<file path="src/rtl/if_stage.sv">
// Instruction-fetch stage: PC register, sequential advance, stall hold and
// redirect flush into the IF/ID register. Optional perf counters under IF_STAGE_PERF_EN.
module if_stage #(
   parameter int PC_SIZE    = 11,
   parameter int INSTR_SIZE = 32,
   parameter logic [PC_SIZE-1:0] RESET_PC = '0
) (
   input  logic                  clk,
   input  logic                  rst,
   input  logic                  stall,
   input  logic                  redirect,
   input  logic [PC_SIZE-1:0]    redirect_pc,
   input  logic [INSTR_SIZE-1:0] instr_in,
   output logic [PC_SIZE-1:0]    pc,
   output logic [INSTR_SIZE-1:0] ifid_instr,
   output logic [PC_SIZE-1:0]    ifid_pc_plus1,
`ifdef IF_STAGE_PERF_EN
   output logic [31:0]           perf_fetched,
   output logic [31:0]           perf_stalls,
`endif
   output logic                  ifid_valid
);

   logic [PC_SIZE-1:0] pc_next_seq;
   logic               advance;

   // Modulo-2^PC_SIZE increment; all-ones wraps to zero without any flag.
   assign pc_next_seq = pc + 1'b1;
   assign advance     = !redirect && !stall;

   always_ff @(posedge clk or posedge rst) begin
      if (rst) begin
         pc            <= RESET_PC;
         ifid_instr    <= '0;
         ifid_pc_plus1 <= '0;
         ifid_valid    <= 1'b0;
      end else if (redirect) begin
         // Wrong-path fetch is discarded even if a stall was pending.
         pc            <= redirect_pc;
         ifid_instr    <= '0;
         ifid_pc_plus1 <= '0;
         ifid_valid    <= 1'b0;
      end else if (!stall) begin
         pc            <= pc_next_seq;
         ifid_instr    <= instr_in;
         ifid_pc_plus1 <= pc_next_seq;
         ifid_valid    <= 1'b1;
      end
   end

`ifdef IF_STAGE_PERF_EN
   // Both counters saturate at all-ones rather than wrapping.
   always_ff @(posedge clk or posedge rst) begin
      if (rst) begin
         perf_fetched <= '0;
         perf_stalls  <= '0;
      end else begin
         if (advance && (perf_fetched != 32'hFFFF_FFFF))
            perf_fetched <= perf_fetched + 32'd1;
         if (stall && !redirect && (perf_stalls != 32'hFFFF_FFFF))
            perf_stalls <= perf_stalls + 32'd1;
      end
   end
`endif

endmodule
</file>
<file path="config.mk">
export PLATFORM = sky130hd
export DESIGN_NAME = if_stage
export DESIGN_NICKNAME = d
export VERILOG_FILES = /design/src/rtl/if_stage.sv
export SDC_FILE = /design/constraint.sdc
export NUM_CORES = 1
export LEC_CHECK = 0
export ABC_AREA = 1
export CORE_MARGIN = 5
export CORE_UTILIZATION = 30
export DETAILED_ROUTE_END_ITERATION = 8
export PLACE_DENSITY = 0.65
export SYNTH_ARGS = -nofsm -noshare
export SYNTH_HDL_FRONTEND = slang
export SYNTH_SLANG_ARGS = --single-unit
</file>
<file path="constraint.sdc">
create_clock -name clk -period 1.8 [get_ports clk]
set_input_delay 0.36 -clock clk [delete_from_list [all_inputs] [get_ports clk]]
set_output_delay 0.36 -clock clk [all_outputs]
set_load 0.05 [all_outputs]
</file>
======== Yosys cells after proc, flatten, opt, wreduce, memory -nomap -nowiden ========
Cells that the tools add are included.
cells by class
  add/subtract/negate cells ............... 1
  equal/unequal tests ..................... 1
  muxes and demuxes ....................... 7
operators by type and width
  kind                                           number
  2-to-1 mux 32 bit                              2
  2-to-1 mux 11 bit                              3
  adder 11 x 1 -> 11 bit, second input constant  1
  2-to-1 mux 1 bit                               2
  != test 2 x 1 -> 1 bit, second input constant  1
storage, ports and cells
  flip-flop bits (word level) ............. 55

======== Longest topological paths before layout ========
  word-level depth ........................ 3
  gate-level depth with buffers ........... 8
  mapped depth without buffers ............ 8

======== Worst setup path before layout ========
OpenSTA, ideal clock, no wires.
  kind .................................... register to register
  start ................................... register pc[0]
  end ..................................... register ifid_pc_plus1[10]
  data arrival time ....................... 1504 ps
  required time ........................... 1682 ps
  path slack .............................. 179 ps
  cell stages (with the launch flop) ...... 9
  buffers on the path ..................... 0
  clock period less this slack ............ 1621 ps
  cell sequence ........................... dfrtp_1 -> ha_1 -> nand2_2 -> nor2_4 -> nand3_1 -> nand2_1 -> nand2_1 -> nand2_1 -> nand2_1
on the way
  word-level cells in the longest chain between the ends .. 3
ends and longest elaborated chain
  item                    line  text
  from (decl)             14    output logic [PC_SIZE-1:0] pc,
  from (signal assigned)  39    pc <= redirect_pc;
  from (signal assigned)  44    pc <= pc_next_seq;
  adder 11 x 1 -> 11 bit  28    assign pc_next_seq = pc + 1'b1;
  2-to-1 mux 11 bit       43    end else if (!stall) begin
  2-to-1 mux 11 bit       37    end else if (redirect) begin
  to (signal assigned)    46    ifid_pc_plus1 <= pc_next_seq;
  to (decl)               16    output logic [PC_SIZE-1:0] ifid_pc_plus1,
No other way between the ends. The select of a mux whose other input is x is not followed.
A chain may end at the register's enable or synchronous reset.

======== Final worst setup path ========
  start ................................... register pc[2]
  end ..................................... output pc[2]
No word-level cell between the ends.

==> run metrics <==
CP Max Fanout=7; R2R depth=8; CTS tree=yes; Worst Tran Pin Value=0.3002 ns; outcome=complete, no violations; Clock Skew=0.006952 ns; all-layer global routing usage=a little over an eighth; Final setup viols=0; WP data required=roughly 1.4 ns; final max-slew violation count=0; synthesized area=0.002256 sq mm; Die Area=approximately 0.0094 sq mm; core footprint=0.007292 sq mm; Leak=about 1.7 nW; Arr. time, crit path=between 1 and 1.5 ns; reg2reg start=pc[1]$_DFFE_PP0P_; remaining global-route overflow=0; Final Hold Viols=0; clk_lat worst skew=between 0.3 and 0.4 ns; Crit-path slowest cell=dfrtp_1; Crit Path Category=reg2out; period utilization=77.87%; Final ANT Viol Nets=0; Die Y=96.72 um; largest net degree at the start of global routing=56; syn_area_per_cell=10.25 sq um; GP Congestion=around 0.75; routed len/inst=between 10 and 15 um; area grow syn2layout=51.53%; Iteration-0 DRC Markers=60; Slowest Stage Delay on Critical Path=0.49 ns; hold_ws=0.4019 ns; Syn. warnings=0; Hold Crit Class=in2async; FF-to-FF setup slack=0.47 ns; Final #Nets=between 300 and 400; Pre-antenna DRT Iters=4; Syn Nets=268; FP Rows=31; postcts setup bufs=0; Die W=96.72 um; DPL Wire Length=4.599 mm; Cells after Synth=220; Worst Path Buf+Inv=1; delay-heaviest family, CP=flip-flops; worst path cell trace=buf_4; layout cells sized above 1=24.77%; Pwr per Cell Area=886.3 mW/mm^2; final setup TNS=0 ns; H-tree depth=2; RSZ-0062 raised after global routing=no; FILL cells=706; Detailed Route WL=6.266 mm; via/cell ratio=between 4 and 5; vias in the first global route=2011; Remaining DRCs=0; Max Freq=713.5 MHz; Cell variety after synth=20; Levels on crit path=1; Worst setup SP type=register; antenna fix cells=0; Slew headroom=approximately four fifths; starting density of the core=30.94%; final period demand of the worst path=1.402 ns; Critical Path End Type=output pin; I/O pin count=102; max-cap violations=0; register bit total from synthesis=55; cts bufs inserted=5; initial antenna violation count=0; via count=1953; sequential share of the synthesized area=61.01%; I/O Buffers=101; Post-CTS Hold Buffers=0; Root Buffer=clkbuf_8; Max rail drop VDD=~310 uV; global-route wire length before repair=approximately 10 mm; clk buf depth=2; clk sinks=55; Clock transition at path regs=around 0.10 ns; RR Endpoint=ifid_pc_plus1[10]$_DFFE_PP0P_; post-CTS resize count=0
[layout make-up]
type	instances	area [sq um]	share of cell area [%]
sequential	55	1376	40.26
timing repair buffer	109	970.9	28.40
multi-input combinational	137	767.0	22.44
tap	99	123.9	3.624
clock buffer	5	68.82	2.013
inverter	18	67.56	1.977
clock inverter	3	43.79	1.281
[cells in the final DEF, fill, tap and decap left out]
| cell | count |
|---|---|
| o21ai_0 | 7 |
| clkdlybuf4s50_1 | 46 |
| a22o_1 | 33 |
| nand3_1 | 14 |
| nand4_1 | 2 |
| a21oi_1 | 2 |
| clkbuf_8 | 5 |
| ha_1 | 1 |
| nor2_1 | 2 |
| clkinv_2 | 1 |
| nor3_1 | 1 |
| nor2_2 | 2 |
| nand2_2 | 2 |
| nand3b_1 | 1 |
| xor2_1 | 1 |
| clkinv_4 | 1 |
| inv_2 | 3 |
| buf_12 | 3 |
| or2_2 | 1 |
| bufinv_16 | 1 |
| dfrtp_1 | 55 |
| buf_4 | 60 |
| nand2_1 | 64 |
| inv_1 | 15 |
| o211ai_1 | 2 |
| nor2_4 | 2 |
[sequential cells by signal, summed over array words and instances, names as in the netlist]
register and cells:
pc 11, ifid_instr 32, ifid_valid 1, ifid_pc_plus1 11
[synthesized netlist by cell type]
cell type	instances	area (sq um)
ha_1	1	12.51
xor2_1	1	8.760
buf_2	10	50.05
nor2_1	2	7.510
inv_2	2	7.510
nand4_1	2	12.51
nor3_1	1	5.000
nor2_4	1	11.26
a21oi_1	2	10.01
or2_2	1	6.260
a22o_1	33	289.0
nor2_2	3	18.77
o211ai_1	2	15.01
nand2_2	2	12.51
nand3b_1	1	7.510
inv_1	16	60.06
nand2_1	64	240.2
nand3_1	14	70.07
dfrtp_1	55	1376
o21ai_0	7	35.03
[routing by layer]
metal	wire length, um	GRT usage [%]
met5	0	0
met3	369	4.245
met4	78	3.888
met1	2719	16.42
met2	3099	22.40
[power by group]
| part | switching, W | leakage (nW) | internal, W |
|---|---|---|---|
| Combinational | 0.000517 | 0.958 | 0.000297 |
| Clock | 0.000405 | 0.0581 | 0.000415 |
| Sequential | 0.0000740 | 0.719 | 0.00132 |
| Total | 0.000996 | 1.74 | 0.00203 |
[how the worst max path moves through the flow]
stage                                 start                         to  slack [ns]
after CTS                 pc[2]$_DFFE_PP0P_                      pc[2]        0.38
after global placement             redirect  ifid_instr[3]$_DFFE_PP0P_        0.19
final                     pc[2]$_DFFE_PP0P_                      pc[2]        0.40
after detailed placement           redirect  ifid_instr[5]$_DFFE_PP0P_        0.15
after global routing      pc[1]$_DFFE_PP0P_          pc[8]$_DFFE_PP0P_        0.32
after floorplan                         rst  ifid_instr[0]$_DFFE_PP0P_         0.1
[per-stage QoR]
| step | std cells | setup slack (ns) | power, W | utilization [%] | cell area, sq um |
|---|---|---|---|---|---|
| 3_5_place_dp | 418 | 0.1525 | 0.002242 | 45.33 | 3306 |
| 6_report | 426 | 0.3984 | 0.003030 | 46.88 | 3418 |
| 4_1_cts | 426 | 0.3833 | 0.003066 | 46.88 | 3418 |
| 2_1_floorplan | 220 | 0.09707 | 0.001898 | - | 2256 |
| 5_1_grt | 426 | 0.3225 | 0.003165 | 46.88 | 3418 |
| 3_3_place_gp | 418 | 0.1907 | 0.002232 | 45.33 | 3306 |
[cells by family after synthesis]
logic type | count (synthesis) | synth area share [%]
buffers and inverters | 28 | 5.214
flip-flops | 55 | 61.01
AND/OR/NAND/NOR | 91 | 17.36
XOR/XNOR | 1 | 0.3883
AO/OA/AOI/OAI | 44 | 15.47
adder cells (fa/ha/maj) | 1 | 0.5545
No activity file was read; power rests on OpenSTA's default activity.
==> RTL edit 1, RTL diff (same settings) <==
Change the parameter `PC_SIZE` from 11 to 22.
--- a/src/rtl/if_stage.sv
+++ b/src/rtl/if_stage.sv
@@ -2,5 +2,5 @@
 // redirect flush into the IF/ID register. Optional perf counters under IF_STAGE_PERF_EN.
 module if_stage #(
-   parameter int PC_SIZE    = 11,
+   parameter int PC_SIZE    = 22,
    parameter int INSTR_SIZE = 32,
    parameter logic [PC_SIZE-1:0] RESET_PC = '0
Ports: changed (resized ifid_pc_plus1, pc and redirect_pc); port bits go from 102 to 135. No check against the original RTL was run, so the function may have changed too.
==> RTL edit 1 against the unedited design <==
- clock skew fell by 0.0011 ns
- clock power rose by 130%
- first-iteration DRC count rose by 130%
- sequential share of layout area fell by 2.9 points
- total power rose by 68%
- global-route usage rose by 1.4 points
- area after synthesis rose by 54%
- design area rose by 51%
- non-clock buffer count rose by 37
- fmax fell by 12%
- wire length rose by 59%
- sequential cell count rose by 22
- setup slack got worse by 0.19 ns
- critical endpoint is now pc[20]$_DFFE_PP0P_
- highest routed layer unchanged
==> RTL edit 1: results (changes against the unedited design) <==
Synth
  • Synth area leaders: dfrtp_1 (56%), nand2_1 (15%), a22o_1 (8.6%), nand3_1 (3.5%), inv_1 (3.3%)
  • Synth Instances: 388 (+76%)
  • Library cells used by synthesis: 25 (+25%)
  • Post-Syn Area: 3460 sq um (+54%)
  • Post-synth top cells: nand2_1 (137), dfrtp_1 (77), a22o_1 (34)
  • Register area share after synthesis: 55.6% (-5.4 points)
  • Post-Synthesis Net Count: 447 (+67%)

Layout
  • Layout Cells excl Fill: 677 (+59%)
  • Signal buffers: 146 (+34%)
  • Clk tree area frac: 6.09% (+2.8 points)
  • Biggest regs: ifid_instr x32, ifid_pc_plus1 x22, pc x22
  • Fillers: 1109 (+57%)
  • Clock buffers: 10 (+5)
  • Share of cells above drive strength 1: 23.0% (-1.7 points)
  • Area of the multi-input gates: 1350 sq um (+76%)
  • Sequential Area: 1930 sq um (+40%)
  • Nets: 589 (+57%)
  • Non-clk invs: 31 (+13)
  • Multi-In Gates: 265 (+93%)

Placed design
  • Routability cong.: 0.897 (+20%)
  • Placed insts: 662 (+58%)
  • Pre-CTS setup slack: 0.0573 ns (-0.0952 ns)
  • Placed Area: 4840 sq um (+46%)
  • Number of port buffers: 134 (+33%)
  • Final HPWL from detailed placement: 7500 um (+63%)

Route
  • 1st-iter DRT viols: 135 (+130%)
  • Vias per inst: 4.63 (+0.94%)
  • Routed len/inst: 14.7 um (+0.14%)
  • Met1 WL: 4210 um (+55%)
  • Drt first pass iters: 4 (unchanged)
  • Met3 WL: 902 um (+140%)
  • Met2 WL: 4770 um (+54%)

Worst setup path
  • Delay-heaviest family, CP: simple AND/OR/NAND/NOR gates
  • Max incr delay on CP: 0.42 ns (-0.07 ns)
  • Crit path DAT: 1.81 ns (+0.77 ns)
  • Crit path max fanout: 5 (-2)

Min path
  • Hold Path Class: register to register

GRT
  • Met2 Usage GRT: 24.3% (+1.9 points)
  • Number of global-route vias before repair: 3326 (+65%)
  • Met1 GRT Util: 18.2% (+1.7 points)
  • GRT Total Usage: 14.7% (+1.4 points)
  • First-pass GRT wire length: 16600 um (+61%)
  • GR Util met3: 5.34% (+1.1 points)

STA
  • Slew headroom: 73.4% (-6.6 points)

Clock tree
  • CTS Root Cell: clkbuf_16
  • Reg clk slew, reported paths: 0.06 ns (-0.04 ns)
  • Number of H-tree levels: 3 (+1)
  • Clk_lat worst skew: 0.33 ns (+0.02 ns)
  • Clk sink count: 77 (+40%)
  • CTS Buf Count: 9 (+4)

Pwr
  • Max rail drop VDD: 0.416 mV (+34%)
  • PD cells: 986 nW/um^2 (+11%)
  • Leak Pwr: 2.59 nW (+49%)

Status
  • Outcome: completed
## RTL edit 1: changes by cell type after synthesis, sizes merged, moves of 2 or more
cell / before / now
xnor2: 0 / 2
nand3: 14 / 25
clkbuf: 0 / 2
o21ai: 7 / 14
nor2: 6 / 32
inv: 18 / 31
o211ai: 2 / 4
xor2: 1 / 5
nand2: 66 / 142
buf: 10 / 13
dfrtp: 55 / 77
## RTL edit 1: worst min-delay path, stage by stage (launching register included)
cell,delay [ns]
dfrtp_1,0.34
nand2_1,0.05
nand2_1,0.05
## RTL edit 1: logic make-up (layout without fill, tap and decap cells)
family / Yosys count / count (layout) / synth area share (%)
DFF: 77 / 77 / 55.6
buffers and inverters: 46 / 192 / 5.74
adders and majority gates: 1 / 1 / 0.361
and+or+nand+nor: 202 / 202 / 24.5
AOI/OAI and AO/OA: 55 / 55 / 12.0
xor gates and xnor gates: 7 / 7 / 1.77
## RTL edit 1: final timing paths
check	from	slack, ns	end
max reg2reg	pc[1]$_DFFE_PP0P_	0.21	pc[20]$_DFFE_PP0P_
max	pc[1]$_DFFE_PP0P_	0.21	pc[20]$_DFFE_PP0P_
max in group asynchronous	rst	0.99	ifid_pc_plus1[1]$_DFFE_PP0P_
min reg2reg	ifid_pc_plus1[14]$_DFFE_PP0P_	0.48	ifid_pc_plus1[14]$_DFFE_PP0P_
min in group asynchronous	rst	0.49	ifid_instr[1]$_DFFE_PP0P_
min	ifid_pc_plus1[14]$_DFFE_PP0P_	0.48	ifid_pc_plus1[14]$_DFFE_PP0P_
## RTL edit 1: report_power, final
group / leakage, nW / internal (mW) / switching (mW)
clock network: 0.158 / 1.24 / 0.667
registers: 1.00 / 1.86 / 0.133
logic: 1.43 / 0.415 / 0.772
total: 2.59 / 3.51 / 1.57
==> RTL edit 2, RTL diff (same flow settings) <==
Without the edit above. Build with the macro `IF_STAGE_PERF_EN` defined.
--- a/src/rtl/if_stage.sv
+++ b/src/rtl/if_stage.sv
@@ -1,4 +1,6 @@
 // Instruction-fetch stage: PC register, sequential advance, stall hold and
 // redirect flush into the IF/ID register. Optional perf counters under IF_STAGE_PERF_EN.
+`define IF_STAGE_PERF_EN
+
 module if_stage #(
    parameter int PC_SIZE    = 11,
Function (old outputs only; new: perf_fetched and perf_stalls): kept (equiv_simple and equiv_induct, registers matched by name and starting in step).
==> RTL edit 2 against the unedited design <==
- synthesized cell count grew to 4.1 times the old value
- design area grew to 2.7 times the old value
- setup slack worse by 0.25 ns
- sequential power is 120% higher
- clock power grew to 4.4 times the old value
- first-iteration DRC count grew to 6.7 times the old value
- sequential cell count is 64 higher
- wire length grew to 3.1 times the old value
- total power grew to 2.8 times the old value
- area after synthesis grew to 2.9 times the old value
- highest routed layer unchanged
==> RTL edit 2: results (changes against the unedited design) <==
Placed design
  • Pre-CTS setup slack: -0.0230 ns (-0.176 ns)
  • Final HPWL from detailed placement: 14600 um (+220%)
  • Placed insts: 1405 (+240%)
  • Placed Area: 8750 sq um (+160%)
  • Routability cong.: 0.850 (+14%)
  • Number of port buffers: 165 (+63%)

STA
  • Final worst-path cycle share: 91.8% (+14 points)
  • Fin Hold WS: 0.394 ns (-0.00829 ns)
  • Slew of the pin with the lowest slew margin: 0.402 ns (+0.102 ns)

GRT
  • GR Util met3: 4.43% (+0.18 points)
  • Largest net degree at the start of global routing: 70 (+25%)
  • Met2 Usage GRT: 25.0% (+2.6 points)
  • GRT Total Usage: 15.9% (+2.5 points)
  • Met1 GRT Util: 21.3% (+4.9 points)
  • First-pass GRT wire length: 31400 um (+210%)
  • Number of global-route vias before repair: 6239 (+210%)

Route
  • Drt total wl: 19400 um (+210%)
  • Met2 WL: 8870 um (+190%)
  • 1st-iter DRT viols: 404 (+570%)
  • Drt first pass iters: 5 (+1)
  • Met1 WL: 9070 um (+230%)
  • Vias post-DR: 6471 (+230%)

Pwr
  • Leak Pwr: 4.71 nW (+170%)
  • Design Power: 8.34 mW (+180%)
  • Clk pwr: 3.59 mW (+340%)
  • Power Sequential: 3.03 mW (+120%)
  • Switching part of the total: 31.2% (-1.7 points)

Clock tree
  • Number of H-tree levels: 4 (+2)
  • Reg clk slew, reported paths: 0.06 ns (-0.04 ns)
  • CTS Root Cell: clkbuf_16
  • CTS Buf Count: 17 (+12)
  • Clk_lat worst skew: 0.41 ns (+0.10 ns)

Layout
  • Biggest regs: ifid_instr x32, perf_fetched x32, perf_stalls x32
  • Share of cells above drive strength 1: 21.8% (-3.0 points)
  • Nets: 1194 (+220%)

Worst setup path
  • Crit path DAT: 1.95 ns (+0.91 ns)
  • RR Endpoint: perf_stalls[17]$_DFFE_PP0P_
  • Crit path max fanout: 19 (+12)
  • Worst r2r src: perf_stalls[1]$_DFFE_PP0P_
  • Worst r2r path cells: 11 (+3)
  • Delay-heaviest family, CP: simple AND/OR/NAND/NOR gates
  • Max incr delay on CP: 0.40 ns (-0.09 ns)
  • Slowest library cell on the worst path: dfrtp_2

Synth
  • Post-Synthesis Net Count: 958 (+260%)
  • Compound-Gate Fraction of Synth Area: 5.57% (-9.9 points)
  • Post-synth top cells: nand2_1 (437), dfrtp_1 (119), nor2_1 (102)
  • Syn Area/Cell: 7.17 sq um (-30%)
  • Register area share after synthesis: 45.7% (-15 points)
  • Synth warnings: 0 (unchanged)
  • Synth area leaders: dfrtp_1 (46%), nand2_1 (25%), nor2_1 (5.9%), a22o_1 (4.3%), inv_1 (4.0%)
  • Xor-xnor portion of the synthesized cell area: 3.90% (+3.5 points)
  • Library cells used by synthesis: 26 (+30%)
  • Adder-Cell Fraction of Synth Area: 0.576% (+0.022 points)

Status
  • Outcome: completed
## RTL edit 2: changes by cell type after synthesis, sizes merged, moves of 2 or more
cell    change
buf         +8
clkbuf      +4
dfrtp      +64
ha          +2
inv        +55
nand2     +378
nand3      +32
nand4       +7
nor2      +103
nor3        +4
o21ai       +4
xnor2      +10
xor2       +18
## RTL edit 2: area by class of cell
type                    count  area [sq um]
clock buffers              19           453
repair buffers            239          2010
well taps                 280           350
inverters                  73           280
fillers                  2182         12200
multi-input cells         694          3130
flip-flops and latches    119          2980
clock inverters            13           170
## RTL edit 2: cell families after synthesis
kind of cell,count (synthesis)
and+or+nand+nor,615
AOI/OAI and AO/OA,47
DFF,119
adders and majority gates,3
buffers and inverters,95
xor gates and xnor gates,29
## RTL edit 2: timing repair
item | 4_1_cts | 5_1_grt
endpoints found under the setup margin | 0 | 16
gates resized for setup | 0 | 1
setup buffers | 0 | 0
